## config.mk

```make
export PLATFORM = sky130hd
export DESIGN_NAME = counter_bus_slave
export DESIGN_NICKNAME = d
export VERILOG_FILES = /design/src/rtl/counter_bus_slave.sv
export SDC_FILE = /design/constraint.sdc
export NUM_CORES = 1
export LEC_CHECK = 0
export CAP_MARGIN = 20
export CORE_MARGIN = 5
export CORE_UTILIZATION = 49
export DETAILED_ROUTE_END_ITERATION = 12
export MAX_ROUTING_LAYER = met4
export PLACE_DENSITY_LB_ADDON = 0.3
export SYNTH_ARGS = -nofsm -noshare
export SYNTH_HDL_FRONTEND = slang
export SYNTH_SLANG_ARGS = --single-unit
```

## constraint.sdc

```tcl
create_clock -name clk -period 3.3 [get_ports clk]
set_input_delay 0.66 -clock clk [delete_from_list [all_inputs] [get_ports clk]]
set_output_delay 0.66 -clock clk [all_outputs]
set_load 0.02 [all_outputs]
```

## src/rtl/counter_bus_slave.sv

```systemverilog
// counter_bus_slave: exposes nb encoder counters as byte registers on the AVR
// multiplexed address/data bus, with a coherent snapshot taken on byte-0 reads.
//
// Ports:
//   clk     system clock
//   rst     asynchronous active-low reset
//   ale     address latch enable; the address is taken on its falling edge
//   rd, wr  active-low read / write strobes
//   ad_in   bus value seen at the pad
//   ad_out  read data; ad_oe enables the pad driver (high only while reading)
//   count   live counters, counter k at [k*cwidth +: cwidth]
//   clear   one-clk clear request per counter
//
// Build option: define COUNTER_BUS_ERR_EN to add a saturating protocol error
// counter readable at address 0x10 and cleared by any write to that address.
module counter_bus_slave #(
    parameter int size   = 8,
    parameter int cwidth = 16,
    parameter int nb     = 4
) (
    input  logic                 clk,
    input  logic                 rst,
    input  logic                 ale,
    input  logic                 rd,
    input  logic                 wr,
    input  logic [size-1:0]      ad_in,
    output logic [size-1:0]      ad_out,
    output logic                 ad_oe,
    input  logic [nb*cwidth-1:0] count,
    output logic [nb-1:0]        clear
);
    typedef enum logic [1:0] {IDLE, SEL, READ, WRITE} state_t;

    state_t            state_q;
    logic [2:0]        ale_q;
    logic [1:0]        rd_q;
    logic [1:0]        wr_q;
    logic [7:0]        addr_q;
    logic [cwidth-1:0] shadow_q [nb];
    logic [size-1:0]   ad_out_q;
    logic              ad_oe_q;
    logic [nb-1:0]     clear_q;

    logic              ale_fall;
    logic              rd_s;
    logic              wr_s;
    logic [7:0]        a;
    logic              new_cnt;
    logic              new_err;
    logic              new_sel;
    logic              cur_cnt;
    logic [cwidth-1:0] live;
    logic [cwidth-1:0] shad;
    logic [cwidth-1:0] rd_word;
    logic [size-1:0]   new_byte;

    // ale_q[1] is the synchronised level, ale_q[2] its previous value
    assign ale_fall = ale_q[2] & ~ale_q[1];
    assign rd_s     = rd_q[1];
    assign wr_s     = wr_q[1];
    assign a        = ad_in[7:0];
    assign new_cnt  = a[7:4] == 4'd0 && int'(a[3:2]) < nb;
    assign cur_cnt  = addr_q[7:4] == 4'd0 && int'(addr_q[3:2]) < nb;
    assign new_sel  = new_cnt | new_err;

    always_comb begin
        live = '0;
        shad = '0;
        for (int i = 0; i < nb; i++)
            if (int'(a[3:2]) == i) begin
                live = count[i*cwidth +: cwidth];
                shad = shadow_q[i];
            end
    end

    // Byte 0 comes from the value being captured; bytes past the counter width shift out to zero
    assign rd_word = (a[1:0] == 2'd0 ? live : shad) >> (int'(a[1:0]) * size);

`ifdef COUNTER_BUS_ERR_EN
    logic [7:0] err_q;
    logic       cur_err;

    assign new_err  = a == 8'h10;
    assign cur_err  = addr_q == 8'h10;
    assign new_byte = new_err ? size'(err_q) : new_cnt ? rd_word[size-1:0] : '0;

    always_ff @(posedge clk or negedge rst) begin
        if (!rst)
            err_q <= '0;
        else if (!ale_fall && state_q == WRITE && wr_s && cur_err)
            err_q <= '0;
        else if (err_q != 8'hFF && ((ale_fall && (state_q == READ || state_q == WRITE)) ||
                 (!ale_fall && state_q == SEL && !rd_s && !wr_s)))
            err_q <= err_q + 8'd1;
    end
`else
    assign new_err  = 1'b0;
    assign new_byte = new_cnt ? rd_word[size-1:0] : '0;
`endif

    always_ff @(posedge clk or negedge rst) begin
        if (!rst) begin
            state_q  <= IDLE;
            ale_q    <= '1;
            rd_q     <= '1;
            wr_q     <= '1;
            addr_q   <= '0;
            ad_out_q <= '0;
            ad_oe_q  <= 1'b0;
            clear_q  <= '0;
            for (int i = 0; i < nb; i++)
                shadow_q[i] <= '0;
        end else begin
            ale_q   <= {ale_q[1:0], ale};
            rd_q    <= {rd_q[0], rd};
            wr_q    <= {wr_q[0], wr};
            clear_q <= '0;
            // An ALE fall aborts whatever access is in progress
            if (ale_fall) begin
                addr_q   <= a;
                ad_out_q <= new_byte;
                ad_oe_q  <= 1'b0;
                state_q  <= new_sel ? SEL : IDLE;
                for (int i = 0; i < nb; i++)
                    if (new_cnt && a[1:0] == 2'd0 && int'(a[3:2]) == i)
                        shadow_q[i] <= live;
            end else begin
                case (state_q)
                    SEL: begin
                        state_q <= !rd_s ? READ : !wr_s ? WRITE : SEL;
                        ad_oe_q <= !rd_s;
                    end
                    READ: if (rd_s) begin
                        state_q <= IDLE;
                        ad_oe_q <= 1'b0;
                    end
                    WRITE: if (wr_s) begin
                        state_q <= IDLE;
                        for (int i = 0; i < nb; i++)
                            clear_q[i] <= cur_cnt && addr_q[1:0] == 2'd0 && ad_in[0] &&
                                          int'(addr_q[3:2]) == i;
                    end
                    default: ;
                endcase
            end
        end
    end

    assign ad_out = ad_out_q;
    assign ad_oe  = ad_oe_q;
    assign clear  = clear_q;
endmodule

```

======== Yosys cells after proc, flatten, opt, wreduce, memory -nomap -nowiden ========
Cells that the tools add are included.
storage, ports and cells
  bits in registers ....................... 94
  input port bits ......................... 77
  output and inout port bits .............. 13
  word-level logic and storage cells ...... 75
cells by class
  equal/unequal tests ..................... 11
  shift operators ......................... 1
  muxes and demuxes ....................... 23
  bitwise operators ....................... 2
  reduce and logical (&&, ||, !) cells .... 26
operators with widths
  kind                  number
  $mux W16              9
  $shr A16 B5 Y8        1
  $eq A2 B2 Y1 const B  6
  $mux W4               3
  $logic_and A1 B1 Y1   11
  $mux W2               5
  $reduce_and A2 Y1     5
  $logic_not A2 Y1      4
  $logic_not A4 Y1      2
  $mux W8               1
  $eq A2 B1 Y1 const B  3
  $ne A3 B3 Y1 const B  2
  $pmux W2 S3           1
  $reduce_bool A4 Y1    1
  $mux W1               3
  $reduce_and A3 Y1     1
  $reduce_bool A3 Y1    1
  $pmux W1 S2           1
  $and A1 B1 Y1         1
  $logic_not A1 Y1      1
  $not A1 Y1            1

======== Logic depth before layout (Yosys ltp) ========
Gate-level depths: netlist of the first run.
  word-level depth ........................ 8
  mapped depth ............................ 6
  gate-level depth less buffers ........... 4

======== Worst setup path after synthesis of the first run ========
No wires, ideal clock.
  kind .................................... input -> register
  start ................................... input port ad_in[2]
  end ..................................... register ad_out_q[6] (netlist: ad_out[6])
  setup time .............................. 122 ps
  arrival ................................. 2083 ps
  data required time ...................... 3178 ps
  setup slack ............................. 1096 ps
  stages .................................. 6
  path buffers ............................ 2
  path through ............................ clkbuf_1 > buf_2 > mux2_2 > o211ai_1 > o211ai_1 > a32o_1
on the way
  word-level cells in the longest chain between the ends .. 8
  elaborated cells between the ends (all ways) .. 15
  those cells by class .................... eq/ne: 3; shift: 1; mux: 10; reduce/logical: 1
RTL lines
  what                    RTL line  RTL
  start: declaration      26        input logic [size-1:0] ad_in,
  $logic_not A2 Y1        70        if (int'(a[3:2]) == i) begin
  $mux W16 (4 in a row)   70
  $mux W16 (*)            77        assign rd_word = (a[1:0] == 2'd0 ? live : shad) >> (int'(a[1:0]) * size);
  $shr A16 B5 Y8 (*)      77
  $mux W8 (*)             98        assign new_byte = new_cnt ? rd_word[size-1:0] : '0;
  end signal: assignment  121       ad_out_q <= new_byte;
  end: declaration        40        logic [size-1:0] ad_out_q;
Mark *: on every way between the ends. The rest lies on a longest branch, timed or not.
A chain may end at the register's enable or synchronous reset.

======== Final worst setup path of the first run ========
  start ................................... input port ad_in[5]
  end ..................................... register shadow_q[42] in the netlist's numbering
on the way
  word-level cells in the longest chain between the ends .. 4
RTL lines
  what                                RTL line  RTL
  $logic_not A4 Y1                    62        assign new_cnt = a[7:4] == 4'd0 && int'(a[3:2]) < nb;
  $logic_and A1 B1 Y1 (2 in a row)    125       if (new_cnt && a[1:0] == 2'd0 && int'(a[3:2]) == i)
  $reduce_and A2 Y1 (no source line)  --
  end signal: indexed assignment      126       shadow_q[i] <= live;
  end: declaration                    39        logic [cwidth-1:0] shadow_q [nb];
No other way between the ends.

==> results of run 1 <==
==> worst register-to-register path: stages (launching register included) <==
cell and delay (ns):
sky130_fd_sc_hd__dfstp_2 0.53, sky130_fd_sc_hd__nand2b_1 0.09, sky130_fd_sc_hd__nor4_4 0.51, sky130_fd_sc_hd__nand3b_2 0.31, sky130_fd_sc_hd__mux2_2 0.35
==> cells in the final DEF, fill, tap and decap left out, types with 6 or more instances in the layout <==
master,netlist,routed
sky130_fd_sc_hd__nor2_1,6,6
sky130_fd_sc_hd__clkdlybuf4s50_1,0,88
sky130_fd_sc_hd__mux2_2,32,32
sky130_fd_sc_hd__nand2_1,24,24
sky130_fd_sc_hd__a22oi_1,9,9
sky130_fd_sc_hd__o21ai_0,12,12
sky130_fd_sc_hd__buf_4,1,7
sky130_fd_sc_hd__dfrtp_1,55,55
sky130_fd_sc_hd__inv_1,9,9
sky130_fd_sc_hd__dfstp_2,7,7
sky130_fd_sc_hd__mux4_2,14,14
sky130_fd_sc_hd__clkbuf_8,0,9
==> report_power, final <==
part	total [W]	internal, W	leakage (nW)	switching, W
combinational	0.000205	0.000130	0.867	0.0000753
clock	0.000630	0.000347	0.0904	0.000283
sequential	0.000810	0.000793	0.825	0.0000170
total	0.00165	0.00127	1.78	0.000375
==> cell families after synthesis <==
kind of cell / share of synthesized area
and+or+nand+nor: 0.1027
DFF: 0.5472
buffers and inverters: 0.04475
muxes: 0.2457
AOI/OAI and AO/OA: 0.05967
==> metrics by stage <==
step	utilization	setup slack, ns	total power, W	hold WS (ns)
final	0.7156	0.7601	0.001645	0.1298
after global routing	0.7156	0.6815	0.001713	0.1249
after CTS	0.7120	0.7556	0.001651	0.3598
after detailed placement	0.6792	0.4017	0.001028	0.3507
after global placement	0.6792	0.4392	0.001023	0.3454
after floorplan	-	1.096	0.0008967	0.3452
==> area by class of cell <==
class                   count  area (um^2)  share of cell area
flip-flops and latches     62         1560              0.3912
inverters                   9        33.78            0.008469
repair buffers             97        958.4              0.2403
well taps                  72        90.09             0.02258
clock buffers              12        135.1             0.03388
multi-input cells         124         1164              0.2917
clock inverters             4        47.55             0.01192
==> registers in the layout, summed over array words and instances (netlist names) <==
| register | cells |
|---|---|
| addr_q | 8 |
| ale_q | 3 |
| clear | 4 |
| wr_q | 2 |
| ad_out | 8 |
| rd_q | 2 |
| state_q | 2 |
| shadow_q | 32 |
| ad_oe | 1 |
==> worst max path at each step <==
stage / startpoint / end / slack, ns / depth (start not counted)
after floorplan: ad_in[2] / ad_out[6]$_DFFE_PN0P_ / 1.10 / 6
after global placement: ad_in[5] / shadow_q[40]$_DFFE_PN0P_ / 0.44 / 5
after detailed placement: ad_in[5] / shadow_q[41]$_DFFE_PN0P_ / 0.40 / 5
after CTS: ad_in[5] / shadow_q[41]$_DFFE_PN0P_ / 0.76 / 5
after global routing: ad_in[4] / shadow_q[43]$_DFFE_PN0P_ / 0.68 / 5
final: ad_in[5] / shadow_q[42]$_DFFE_PN0P_ / 0.76 / 5
==> routing by layer <==
metal,part of all wire,GRT usage,vias up
met4,0.016,0.07649,0
li1,-,-,942
met5,0,-,-
met2,0.51,0.3280,65
met1,0.42,0.2446,1015
met3,0.056,0.04183,9
==> reports/results.md, run 1 <==
| Parameter | Value |
|---|---|
| Detailed-router iteration count before antenna repair | 4 |
| Vertical die dimension | 86.29 um |
| Final clock skew | 0.009267 ns |
| Clock tree from TritonCTS | yes |
| Layout cell share with drive strength beyond 1 | 0.2695 |
| Placed cells | 363 |
| Final setup vio count | 0 |
| Crit path time final | 2.540 ns |
| Drt drc | 0 |
| Post-detailed-route wirelength per cell | 17.65 um |
| Most instantiated cells after synthesis | sky130_fd_sc_hd__dfrtp_1, sky130_fd_sc_hd__mux2_2, sky130_fd_sc_hd__nand2_1 |
| TNS Setup | 0 ns |
| Worst R2R End | shadow_q[42]$_DFFE_PN0P_ |
| Average cell area after synthesis | 13.58 um^2 |
| Cell chain of the critical path | clkdlybuf4s50_1 > or4_4 > nor4_4 > nand3b_2 > mux2_2 |
| Design Area, Final | 3989 um^2 |
| Flops & latches, synth | 62 |
| Insertion delay of the later-clocked pin in the worst-skew pair | 0.34 ns |
| VDD IR max | 0.2463 mV |
| Placer Congestion | 0.7434 |
| Biggest cell delay along the critical path | 0.58 ns |
| Status | complete, no violations |
| Total power density per cell area | 412.4 nW/um^2 |
| Max-slew violations | 0 |
| CORE AREA | 5574 um^2 |
| Total Nets Final | 380 |
| Count of H-tree levels built during CTS | 3 |
| Clk root buf | sky130_fd_sc_hd__clkbuf_8 |
| Top post-synthesis cells by area | sky130_fd_sc_hd__dfrtp_1, sky130_fd_sc_hd__mux2_2, sky130_fd_sc_hd__mux4_2 |
| Worst r2r src | ale_q[2]$_DFF_PN1_ |
| CP Launch Type | input pin |
| Syn Nets | 287 |
| Yosys top cell by area | sky130_fd_sc_hd__dfrtp_1 |
| Area share of the leading cell type in the synthesized netlist | 0.4827 |
| Antenna Diode Count | 0 |
| CP Max Fanout | 8 |
| Number of DRC violations after detailed-routing iteration 0 | 92 |
| Number of hold violations in the final report | 0 |
| Dominant register cell in the synthesized netlist | sky130_fd_sc_hd__dfrtp_1 |
| Count of buffers inserted at the top-level ports | 89 |
| Count of cells along the worst register-to-register path | 4 |
| Unique masters post-synth | 35 |
| Gr usage total | 0.2001 |
| Die Footprint | 7445 um^2 |
| Antenna viol nets, final | 0 |
| Resized cells post-CTS | 0 |
| Pin count of the biggest net entering global routing | 45 |
| Leakage Power | 1.782 nW |
| Top-level I/O count | 90 |
| Type of destination of the critical path | flip-flop |
| Fill cell total of the finished layout | 407 |
| Max clock buf depth | 2 |
| MaxCap Viol Count | 0 |
| Overall via count from detail_route | 2031 |
| Worst hold-check path type | in -> async |
| CP bufs+invs | 1 |
| CP delay by family, top | simple AND/OR/NAND/NOR gates |
| Number of antenna violations at the first check in global routing | 0 |
| Count of clock tree sinks | 62 |
| Worst slew pin tran | 0.8320 ns |
| Standard cell area after detailed placement | 3786 um^2 |
| Wire length of the first global-routing pass | 10.95 mm |
| Cell with the largest stage delay on the worst path | sky130_fd_sc_hd__or4_4 |
| Number of synthesized flops with an enable pin | 0 |
| Clock transition at path regs | 0.07 ns |
| Initial Util | 0.5116 |
| Final clock period utilization by the worst path | 0.7697 |
| Post-DP HPWL | 5.108 mm |
| Number of placement rows | 27 |
| Most frequently used cell type in the post-synthesis netlist | sky130_fd_sc_hd__dfrtp_1 |
| Max Fclk | 0.3937 GHz |
| Cells after Synth | 210 |
| Synthesized area | 2851 um^2 |
| Number of global-route vias before repair | 2226 |
| Global-route congestion overflow total | 0 |
| Buffers inserted by post-CTS timing repair | 0 |
| Die W | 86.29 um |
| Hold_buf cts | 0 |
| Slew HR | 0.4442 |
| Required time reported for the critical path endpoint | 3.52 ns |
| Layout overhead on the synthesized area | 39.89% |
| Non-filler cells in the finished layout | 380 |
| Unrepaired setup endpoints after global routing | no |
| Share of the yosys chip area belonging to registers | 0.5472 |
| Async set or reset register ratio after synthesis | 1.000 |
| Data arrival time of the worst path | 2.76 ns |
| Setup Crit Path Kind | in -> reg |
| Number of buffers inserted during clock tree synthesis | 9 |
| Vias per std cell | 5.345 |
| Flop2flop setup slack | 1.39 ns |
| Total Routed Length | 6.706 mm |
| Syn. warnings | 0 |
Power figures use the tool's default switching activity.
==> inputs of run 2 (changes only) <==
CORE_UTILIZATION = 45   (was 49)
clock period = 2.4 ns   (was 3.3 ns; I/O delays follow)
==> reports/results.md, run 2 (synthesized netlist as in run 1, its figures left out) <==
| Parameter | Value |
|---|---|
| Status | complete, no violations |
| Non-filler cells in the finished layout | 389 |
| Leakage Power | 1.801 nW |
| Post-DP HPWL | 5.239 mm |
| Max clock buf depth | 2 |
| Count of buffers inserted at the top-level ports | 89 |
| Resized cells post-CTS | 0 |
| Antenna Diode Count | 0 |
| Worst hold-check path type | in -> async |
| Global-route congestion overflow total | 0 |
| VDD IR max | 0.3547 mV |
| Worst r2r src | ale_q[2]$_DFF_PN1_ |
| Clock tree from TritonCTS | yes |
| Count of cells along the worst register-to-register path | 5 |
| Most used cells in the layout excluding fill and tap cells | sky130_fd_sc_hd__clkdlybuf4s50_1, sky130_fd_sc_hd__dfrtp_1, sky130_fd_sc_hd__mux2_2, sky130_fd_sc_hd__nand2_1, sky130_fd_sc_hd__mux4_2 |
| Type of destination of the critical path | flip-flop |
| Vias per std cell | 5.265 |
| Worst setup slack after layout | 0.2146 ns |
| Layout overhead on the synthesized area | 41.47% |
| Multi-input gate area | 1164 um^2 |
| Crit path time final | 2.185 ns |
| Register area | 1560 um^2 |
| Total power density per cell area | 551.5 nW/um^2 |
| Wire length of the first global-routing pass | 10.81 mm |
| Number of buffers inserted during clock tree synthesis | 9 |
| Buffers inserted by post-CTS timing repair | 0 |
| CP Launch Type | input pin |
| Total Routed Length | 6.856 mm |
| Fraction of the core area covered by cells at the end of the flow | 0.6464 |
| Die W | 89.60 um |
| Overall via count from detail_route | 2048 |
| Count of clock tree sinks | 62 |
| Top-level I/O count | 90 |
| Count of H-tree levels built during CTS | 3 |
| Slew HR | 0.6084 |
| Drt drc | 0 |
| Pin count of the biggest net entering global routing | 40 |
| Final setup vio count | 0 |
| Gr usage total | 0.1907 |
| Final clock period utilization by the worst path | 0.9106 |
| Setup Crit Path Kind | in -> reg |
| Most common library cell in the layout ignoring fill and taps | sky130_fd_sc_hd__clkdlybuf4s50_1 |
| Max Fclk | 0.4576 GHz |
| CORE AREA | 6241 um^2 |
| Setup slack at placement | -0.1211 ns |
| Post-detailed-route wirelength per cell | 17.62 um |
| Hold_buf cts | 0 |
| Total Nets Final | 384 |
| Data arrival time of the worst path | 2.41 ns |
| Fill cell total of the finished layout | 497 |
| Worst hold slack after final layout | 0.1393 ns |
| Detailed-router iteration count before antenna repair | 4 |
| Max-slew violations | 0 |
| Clk root buf | sky130_fd_sc_hd__clkbuf_8 |
| Number of DRC violations after detailed-routing iteration 0 | 64 |
| MaxCap Viol Count | 0 |
| Number of antenna violations at the first check in global routing | 0 |
| Number of placement rows | 29 |
| CP Max Fanout | 8 |
| Initial Util | 0.4569 |
| Worst R2R End | shadow_q[27]$_DFFE_PN0P_ |
| Number of hold violations in the final report | 0 |
| Placed cells | 373 |
| Flip-flop count of the largest register after layout | 32 |
| Layout cell share with drive strength beyond 1 | 0.2821 |
| Clock transition at path regs | 0.07 ns |
| Flop2flop setup slack | 0.69 ns |
| Vertical die dimension | 89.60 um |
| Most flop-heavy register | shadow_q |
| Required time reported for the critical path endpoint | 2.62 ns |
| Antenna viol nets, final | 0 |
| Final clock skew | 0.01297 ns |
| Insertion delay of the later-clocked pin in the worst-skew pair | 0.34 ns |
| Worst slew pin tran | 0.5874 ns |
| Number of global-route vias before repair | 2094 |
| Placer Congestion | 0.7653 |
| Unrepaired setup endpoints after global routing | no |
| Die Footprint | 8028 um^2 |
-- run 2: critical path, cell delays in order --
cell and delay (ns):
sky130_fd_sc_hd__clkdlybuf4s50_1 0.43, sky130_fd_sc_hd__or4_4 0.58, sky130_fd_sc_hd__nor4_4 0.23, sky130_fd_sc_hd__buf_4 0.20, sky130_fd_sc_hd__nand3b_4 0.15, sky130_fd_sc_hd__mux2_4 0.33
-- run 2: how the worst max path moves through the flow --
stage | start | to | slack (ns)
floorplan | ad_in[2] | ad_out[6]$_DFFE_PN0P_ | 0.38
global placement | ad_in[5] | shadow_q[27]$_DFFE_PN0P_ | -0.10
detailed placement | ad_in[5] | shadow_q[27]$_DFFE_PN0P_ | -0.12
CTS | ad_in[5] | shadow_q[27]$_DFFE_PN0P_ | 0.22
global route | ad_in[5] | shadow_q[46]$_DFFE_PN0P_ | 0.15
finish | ad_in[5] | shadow_q[27]$_DFFE_PN0P_ | 0.21
-- run 2: per-stage QoR --
step | setup TNS [ns] | total power (W) | area [um^2]
2_1_floorplan | 0 | 0.001233 | 2851
5_1_grt | 0 | 0.002326 | 4034
3_5_place_dp | -3.305 | 0.001425 | 3855
3_3_place_gp | -2.499 | 0.001418 | 3855
6_report | 0 | 0.002225 | 4034
4_1_cts | 0 | 0.002242 | 4034
-- run 2: where the power goes --
group | leakage [nW] | switching (W) | internal [W] | total, W
registers | 0.825 | 0.0000238 | 0.00109 | 0.00111
logic | 0.891 | 0.000106 | 0.000183 | 0.000289
clock network | 0.0857 | 0.000391 | 0.000430 | 0.000821
-- run 2: area by class of cell --
class,instances,area share
Inverter,9,0.008375
Clock inverter,3,0.004963
Timing Repair Buffer,101,0.2481
Sequential cell,62,0.3868
Clock buffer,13,0.03939
Tap cell,77,0.02388
Multi-Input combinational cell,124,0.2885
-- run 2: routing by layer --
layer  GRT usage  share of wire  vias up  routed length [um]
li1            -              -      951                   -
met1      0.2451           0.41     1011                2781
met2      0.2999           0.51       73                3490
met3     0.03650          0.067       13                 456
met4     0.07442          0.019        0                 127
met5           -              0        -                   0
